### src/rtl/vm2413_reg_writer.sv
// vm2413_reg_writer: turns CPU address/data port writes into read-modify-write
// updates of the per-channel register memory, forwarding other writes to ext_*.
module vm2413_reg_writer #(
    parameter int NUM_CH    = 9,
    parameter int INIT_WAIT = 10
) (
    input  logic        clk,
    input  logic        reset,
    input  logic        io_wr,
    input  logic        io_a0,
    input  logic [7:0]  io_data,
    output logic        busy,
    output logic        overrun,
    input  logic        cpu_slot,
    input  logic [3:0]  engine_addr,
    output logic [3:0]  mem_addr,
    output logic        mem_wr,
    output logic [23:0] mem_wdata,
    input  logic [23:0] mem_rdata,
    output logic        ext_wr,
    output logic [7:0]  ext_addr,
    output logic [7:0]  ext_data
);
    typedef enum logic [2:0] {INIT, IDLE, RD, RDW, WR} state_t;

    localparam int CW = $clog2(INIT_WAIT + 1);
    localparam logic [CW-1:0] CNT_LAST = CW'(INIT_WAIT - 1);
    localparam logic [4:0] CH_LIM = 5'(NUM_CH);

    state_t state, state_nxt;
    logic [CW-1:0] cnt;
    logic [7:0] addr_reg;
    logic [3:0] ch_q;
    logic [1:0] grp_q;
    logic [7:0] data_q;
    logic [23:0] merged;
    logic is_chan, data_wr, chan_wr;

    // Channel registers live at 0x10/0x20/0x30 + ch; everything else goes out as ext.
    assign is_chan = addr_reg[7:6] == 2'b00 && addr_reg[5:4] != 2'b00 &&
                     {1'b0, addr_reg[3:0]} < CH_LIM;
    assign data_wr = io_wr & io_a0;
    assign chan_wr = data_wr & is_chan;
    assign busy    = state != IDLE;

    // Group 2 maps d[5:0] straight onto {sus, key, blk, fnum[8]}; bits 23:22 are forced to 0.
    assign merged = grp_q == 2'd1 ? {2'b00, mem_rdata[21:8], data_q} :
                    grp_q == 2'd2 ? {2'b00, mem_rdata[21:14], data_q[5:0], mem_rdata[7:0]} :
                                    {2'b00, data_q, mem_rdata[13:0]};

    always_ff @(posedge clk or negedge reset) begin
        if (!reset) state <= INIT;
        else        state <= state_nxt;
    end

    always_comb begin
        state_nxt = state;
        mem_addr  = engine_addr;
        mem_wr    = 1'b0;
        case (state)
            INIT: state_nxt = cnt == CNT_LAST ? IDLE : INIT;
            IDLE: state_nxt = chan_wr ? RD : IDLE;
            RD: begin
                mem_addr  = cpu_slot ? ch_q : engine_addr;
                state_nxt = cpu_slot ? RDW : RD;
            end
            RDW: state_nxt = WR;
            WR: begin
                mem_addr  = cpu_slot ? ch_q : engine_addr;
                mem_wr    = cpu_slot;
                state_nxt = cpu_slot ? IDLE : WR;
            end
            default: state_nxt = INIT;
        endcase
    end

    always_ff @(posedge clk or negedge reset) begin
        if (!reset) begin
            cnt       <= '0;
            addr_reg  <= '0;
            ch_q      <= '0;
            grp_q     <= '0;
            data_q    <= '0;
            mem_wdata <= '0;
            overrun   <= 1'b0;
            ext_wr    <= 1'b0;
            ext_addr  <= '0;
            ext_data  <= '0;
        end else begin
            cnt    <= state == INIT ? cnt + 1'b1 : '0;
            ext_wr <= data_wr & ~is_chan;
            if (io_wr && !io_a0)
                addr_reg <= io_data;
            if (chan_wr && !busy) begin
                ch_q   <= addr_reg[3:0];
                grp_q  <= addr_reg[5:4];
                data_q <= io_data;
            end
            if (state == RDW)
                mem_wdata <= merged;
            if (chan_wr && busy)
                overrun <= 1'b1;
            if (data_wr && !is_chan) begin
                ext_addr <= addr_reg;
                ext_data <= io_data;
            end
        end
    end
endmodule

### config.mk
export PLATFORM = sky130hd
export DESIGN_NAME = vm2413_reg_writer
export DESIGN_NICKNAME = d
export VERILOG_FILES = /design/src/rtl/vm2413_reg_writer.sv
export SDC_FILE = /design/constraint.sdc
export NUM_CORES = 1
export LEC_CHECK = 0
export CORE_MARGIN = 2
export CORE_UTILIZATION = 51
export CTS_CLUSTER_SIZE = 10
export DETAILED_ROUTE_END_ITERATION = 10
export PLACE_DENSITY = 0.92
export SLEW_MARGIN = 20
export SYNTH_ARGS = -nofsm -noshare
export SYNTH_HDL_FRONTEND = slang
export SYNTH_SLANG_ARGS = --single-unit
export TNS_END_PERCENT = 50
### constraint.sdc
create_clock -name clk -period 3.2 [get_ports clk]
set_input_delay 0.64 -clock clk [delete_from_list [all_inputs] [get_ports clk]]
set_output_delay 0.64 -clock clk [all_outputs]
set_load 0.02 [all_outputs]
== Word-level counts from Yosys, hierarchy flattened ==
Index checks and enable logic that the tools add are counted.

* Memories: 0
* RAM bits: 0
* ROM bits: 0
* Word-level logic and storage cells: 49
* Output and inout port bits: 48
* Flip-flop bits (word level): 71
* Input bits: 41
* Bits in latches: 0

* Bitwise operators: 4
* Reduce and logical (&&, ||, !) cells: 13
* Divide/modulo/power cells: 0
* Shift-type cells: 0
* Multipliers: 0
* Muxes and demuxes: 11
* $lt $le $gt $ge: 1
* Add/sub/neg operators: 1
* Equal/unequal tests: 8

{| class="wikitable"
|+ Operators with widths
! kind !! number
|-
| $mux W22 || 2
|-
| $pmux W3 S5 || 1
|-
| $mux W4 || 3
|-
| $eq A3 B2 Y1 const B || 2
|-
| $logic_and A1 B1 Y1 || 6
|-
| $add A4 B1 Y4 const B || 1
|-
| $eq A4 B4 Y1 const B || 1
|-
| $lt A4 B4 Y1 const B || 1
|-
| $and A1 B1 Y1 || 3
|-
| $eq A3 B1 Y1 const B || 1
|-
| $eq A3 B3 Y1 const B || 1
|-
| $logic_not A1 Y1 || 3
|-
| $logic_not A3 Y1 || 1
|-
| $mux W1 || 3
|-
| $mux W3 || 1
|-
| $ne A3 B1 Y1 const B || 1
|-
| $eq A2 B1 Y1 const B || 1
|-
| $eq A2 B2 Y1 const B || 1
|-
| $logic_not A2 Y1 || 1
|-
| $mux W2 || 1
|-
| $reduce_bool A2 Y1 || 1
|-
| $reduce_or A2 Y1 || 1
|-
| $not A1 Y1 || 1
|}

== Depth between registers and ports, before layout ==
* Depth in word-level cells: 6
* Depth in mapped cells: 5
* Gate-level depth less buffers: 5

== Least setup slack after synthesis ==
Ideal clock, no wire load.

* Path type: register to output
* Start: reg state[1]
* End: out mem_addr[0]
* Buffers on the path: 1
* Setup slack: 1.208 ns
* Stages on the path, launching flop included: 5
* Data arrival time: 1.352 ns
* Data required time: 2.560 ns
* Cells stage by stage: dfrtp_1 -> buf_2 -> xnor2_1 -> nor3b_2 -> mux2_2

* Word-level cells in the longest chain between the ends: 3
* Elaborated cells between the ends (all ways): 4
* Classes of those cells: eq/ne (2); mux (1); reduce/logical (1)

{| class="wikitable"
|+ RTL lines
! what !! RTL line !! RTL
|-
| start, declared || 30 || <nowiki>state_t state, state_nxt;</nowiki>
|-
| start signal, assigned || 53 || <nowiki>else state <= state_nxt;</nowiki>
|-
| $eq A3 B3 Y1 / $eq A3 B2 Y1 (equally long branches) || 60 || <nowiki>case (state)</nowiki>
|-
| $reduce_or A2 Y1 (no line) * || - ||
|-
| $mux W4 * || - ||
|-
| end, declared || 16 || <nowiki>output logic [3:0] mem_addr,</nowiki>
|}

Every way passes the cells marked *; elsewhere a longest branch is shown, timed or not.

== Final worst setup path ==
* Start: in cpu_slot
* End: out mem_addr[3]

* Word-level cells in the longest chain between the ends: 2

{| class="wikitable"
|+ RTL lines
! what !! RTL line !! RTL
|-
| start, declared || 14 || <nowiki>input logic cpu_slot,</nowiki>
|-
| $mux W4 || 64, 69 ||
|-
| $mux W4 || - ||
|}

No other way between the ends.

==> impl_metrics.tcl <==
set metrics [dict create \
    finalSetupTns_ns 0 \
    hold_buffers 0 \
    wirelength_mm 6.67 \
    cap_violations 0 \
    cp.depth 4 \
    synth_cell_types 36 \
    syn2layout_area_growth_pct 36.6 \
    worstPathArrival_ns 2.50 \
    htree_levels 3 \
    synth_ff_type "dfrtp_1" \
    initial_core_util 0.521 \
    p_sw_uw 1280 \
    seq_area_frac_synth 0.567 \
    grt_max_degree 46 \
    tightest_slew_ns 0.807 \
    pwr-share-seq 0.393 \
    core_area_sq_um 5850 \
    slew_viol_final 0 \
    slew_headroom 0.462 \
    setup_viol 0 \
    power.leakage_uw 0.00191 \
    pwr_density_cell_nw_per_um2 890 \
    met3_wirelength_microns 405 \
    drive_above_1_share 0.215 \
    antenna_left 0 \
    highest_layer "met4" \
    post_cts_resized 0 \
    endpoint_kind "output pin" \
    dp_hpwl_mm 4.80 \
    synth-seq-cells 69 \
    rsz0062_at_grt "no" \
    nNetsFinal 359 \
    fin_util 0.712 \
    synth_warnings 0 \
    drt_pre_antenna_iters 4 \
    synth-edff-count 0 \
    pin_count 89 \
    final_cell_count_no_fill 396 \
    largest_register_ffs 22 \
    clock-sinks 69 \
    netlist_area_sq_um 3050 \
    worstSetupPathType "input port to output pin" \
    worst_ir_drop_vdd_v 0.000436 \
    worstHoldPathType "input port to async pin" \
    rows 28 \
    root_buffer "clkbuf_8" \
    cts_tree "yes" \
    die_area_sq_um 6610 \
    sw_frac_of_total 0.347 \
    die_w_microns 81.3 \
    combPwrFrac 0.393 \
    grt_usage 0.222 \
    cts_max_path_buffers 2 \
    multi_input_area_sq_um 1250 \
    p_int_uw 2420 \
    antenna_cells 0 \
    fin_crit_sh 0.983 \
    crit_path_max_incr_delay_ns 0.55 \
    crit_chain "clkdlybuf4s50_1 > nor3b_2 > mux2_2 > clkdlybuf4s50_1" \
    power_frac_clock 0.214 \
    crit_fanout 5 \
    grt_pass1_vias 2135 \
    grt_overflow_total 0 \
    route.vias.total 2068 \
    detailedRoute.firstIterationViolations 66 \
    outcome "completed" \
    clock_latency_ns 0.34 \
    cpLargestDelayFamily "buffers and inverters" \
    syn_inst 230 \
    seqCellArea_sq_um 1730 \
    finalCriticalPeriod_ns 3.14 \
    drt-met1-wl_mm 2.98 \
    slowest_stage "clkdlybuf4s50_1" \
    dp.cells 380 \
    wl_per_cell_microns 16.8 \
    cpMostUsedCell "clkdlybuf4s50_1" \
    gp_congestion 0.766 \
    skew_ns 0.00412 \
    post_cts.repair.setup_buffers 0 \
    antenna_found_initial 0 \
    cts_buffers 9 \
    async_reset_ff_frac 1.00 \
    fp.dieH_microns 81.3 \
    r2r_cells 3 \
    path_buf_inv 2 \
    clk_pin_slew_ns 0.07 \
    wl_met2_mm 3.23 \
    hold_viol 0 \
    avgSynthCellArea_sq_um 13.3 \
    drc 0 \
    vias_per_cell 5.22 \
    cp.required_ns 2.56 \
    fill_cells 406 \
    max_freq_ghz 0.318 \
    critPathLaunchType "input port" \
    grt_pass1_wl_mm 10.7 \
    port_buffers 84 \
    regMostFlops "mem_wdata" \
]
==> layout make-up <==
cell class | count | share of cell area
Sequential cell | 69 | 0.415
Inverter | 2 | 0.00180
Multi-Input combinational cell | 148 | 0.300
Clock inverter | 6 | 0.0207
Tap cell | 75 | 0.0225
Clock buffer | 10 | 0.0331
Timing Repair Buffer | 86 | 0.207
==> per-layer routing <==
metal / vias to the layer above / track usage
met5: - / 0
met4: 0 / 0.0746
met3: 6 / 0.0633
met2: 64 / 0.351
met1: 1023 / 0.296
li1: 975 / -
==> worst paths after layout <==
check,slack (ns),startpoint,endpoint
max in group asynchronous,2.15,reset,ext_data[1]
max,0.06,cpu_slot,mem_addr[3]
min,0.39,reset,mem_wdata[16]
min in group clk,0.48,mem_wdata[10],mem_wdata[10]
min reg2reg,0.48,mem_wdata[10],mem_wdata[10]
max reg2reg,1.32,addr_reg[5],ext_addr[0]
==> power by group through the flow <==
stage,sequential [uW],combinational (uW),clock [uW]
5_1_grt,1490,1570,850
6_report,1450,1460,792
3_3_place_gp,1450,1410,0
3_5_place_dp,1470,1460,0
2_1_floorplan,1640,632,0
4_1_cts,1460,1470,805
==> synthesized netlist by cell type, types with 2 or more instances <==
cell type,count,area share
clkbuf_1,6,0.0074
nand3_1,2,0.0033
mux2_2,32,0.12
inv_1,2,0.0025
buf_2,2,0.0033
mux2i_1,22,0.072
o21ai_0,21,0.034
o21ai_1,2,0.0033
xnor2_1,2,0.0057
dfrtp_1,69,0.57
nor2_1,6,0.0074
nand2_1,25,0.031
mux2_4,10,0.049
nor2b_1,2,0.0041
nand2b_1,3,0.0062
ha_1,2,0.0082
buf_4,2,0.0049
buf_6,2,0.0074
==> cells by family after synthesis <==
logic type                 share of synthesized area
muxes                                          0.240
other                                        0.00123
xor gates and xnor gates                      0.0140
buffers and inverters                         0.0255
AOI/OAI and AO/OA                             0.0587
and+or+nand+nor                               0.0862
DFF                                            0.567
adders and majority gates                    0.00821
==> through the flow <==
step	power [uW]	hold WS [ns]	instance area [sq um]	setup WS [ns]
3_5_place_dp	2930	0.470	3940	0.0370
4_1_cts	3730	0.401	4160	0.0595
2_1_floorplan	2270	0.344	3050	1.21
3_3_place_gp	2850	0.461	3940	0.181
6_report	3700	0.390	4160	0.0552
5_1_grt	3920	0.453	4160	0.00353
==> cell usage in the layout, fill, tap and decap left out, types with 3 or more instances in the layout <==
cell type,count
clkbuf_8,10
clkdlybuf4s50_1,83
dfrtp_1,69
mux2_2,32
mux2_4,10
mux2i_1,22
nand2_1,25
nand2b_1,3
nor2_1,6
o21ai_0,21
Power figures use the tool's default switching activity.
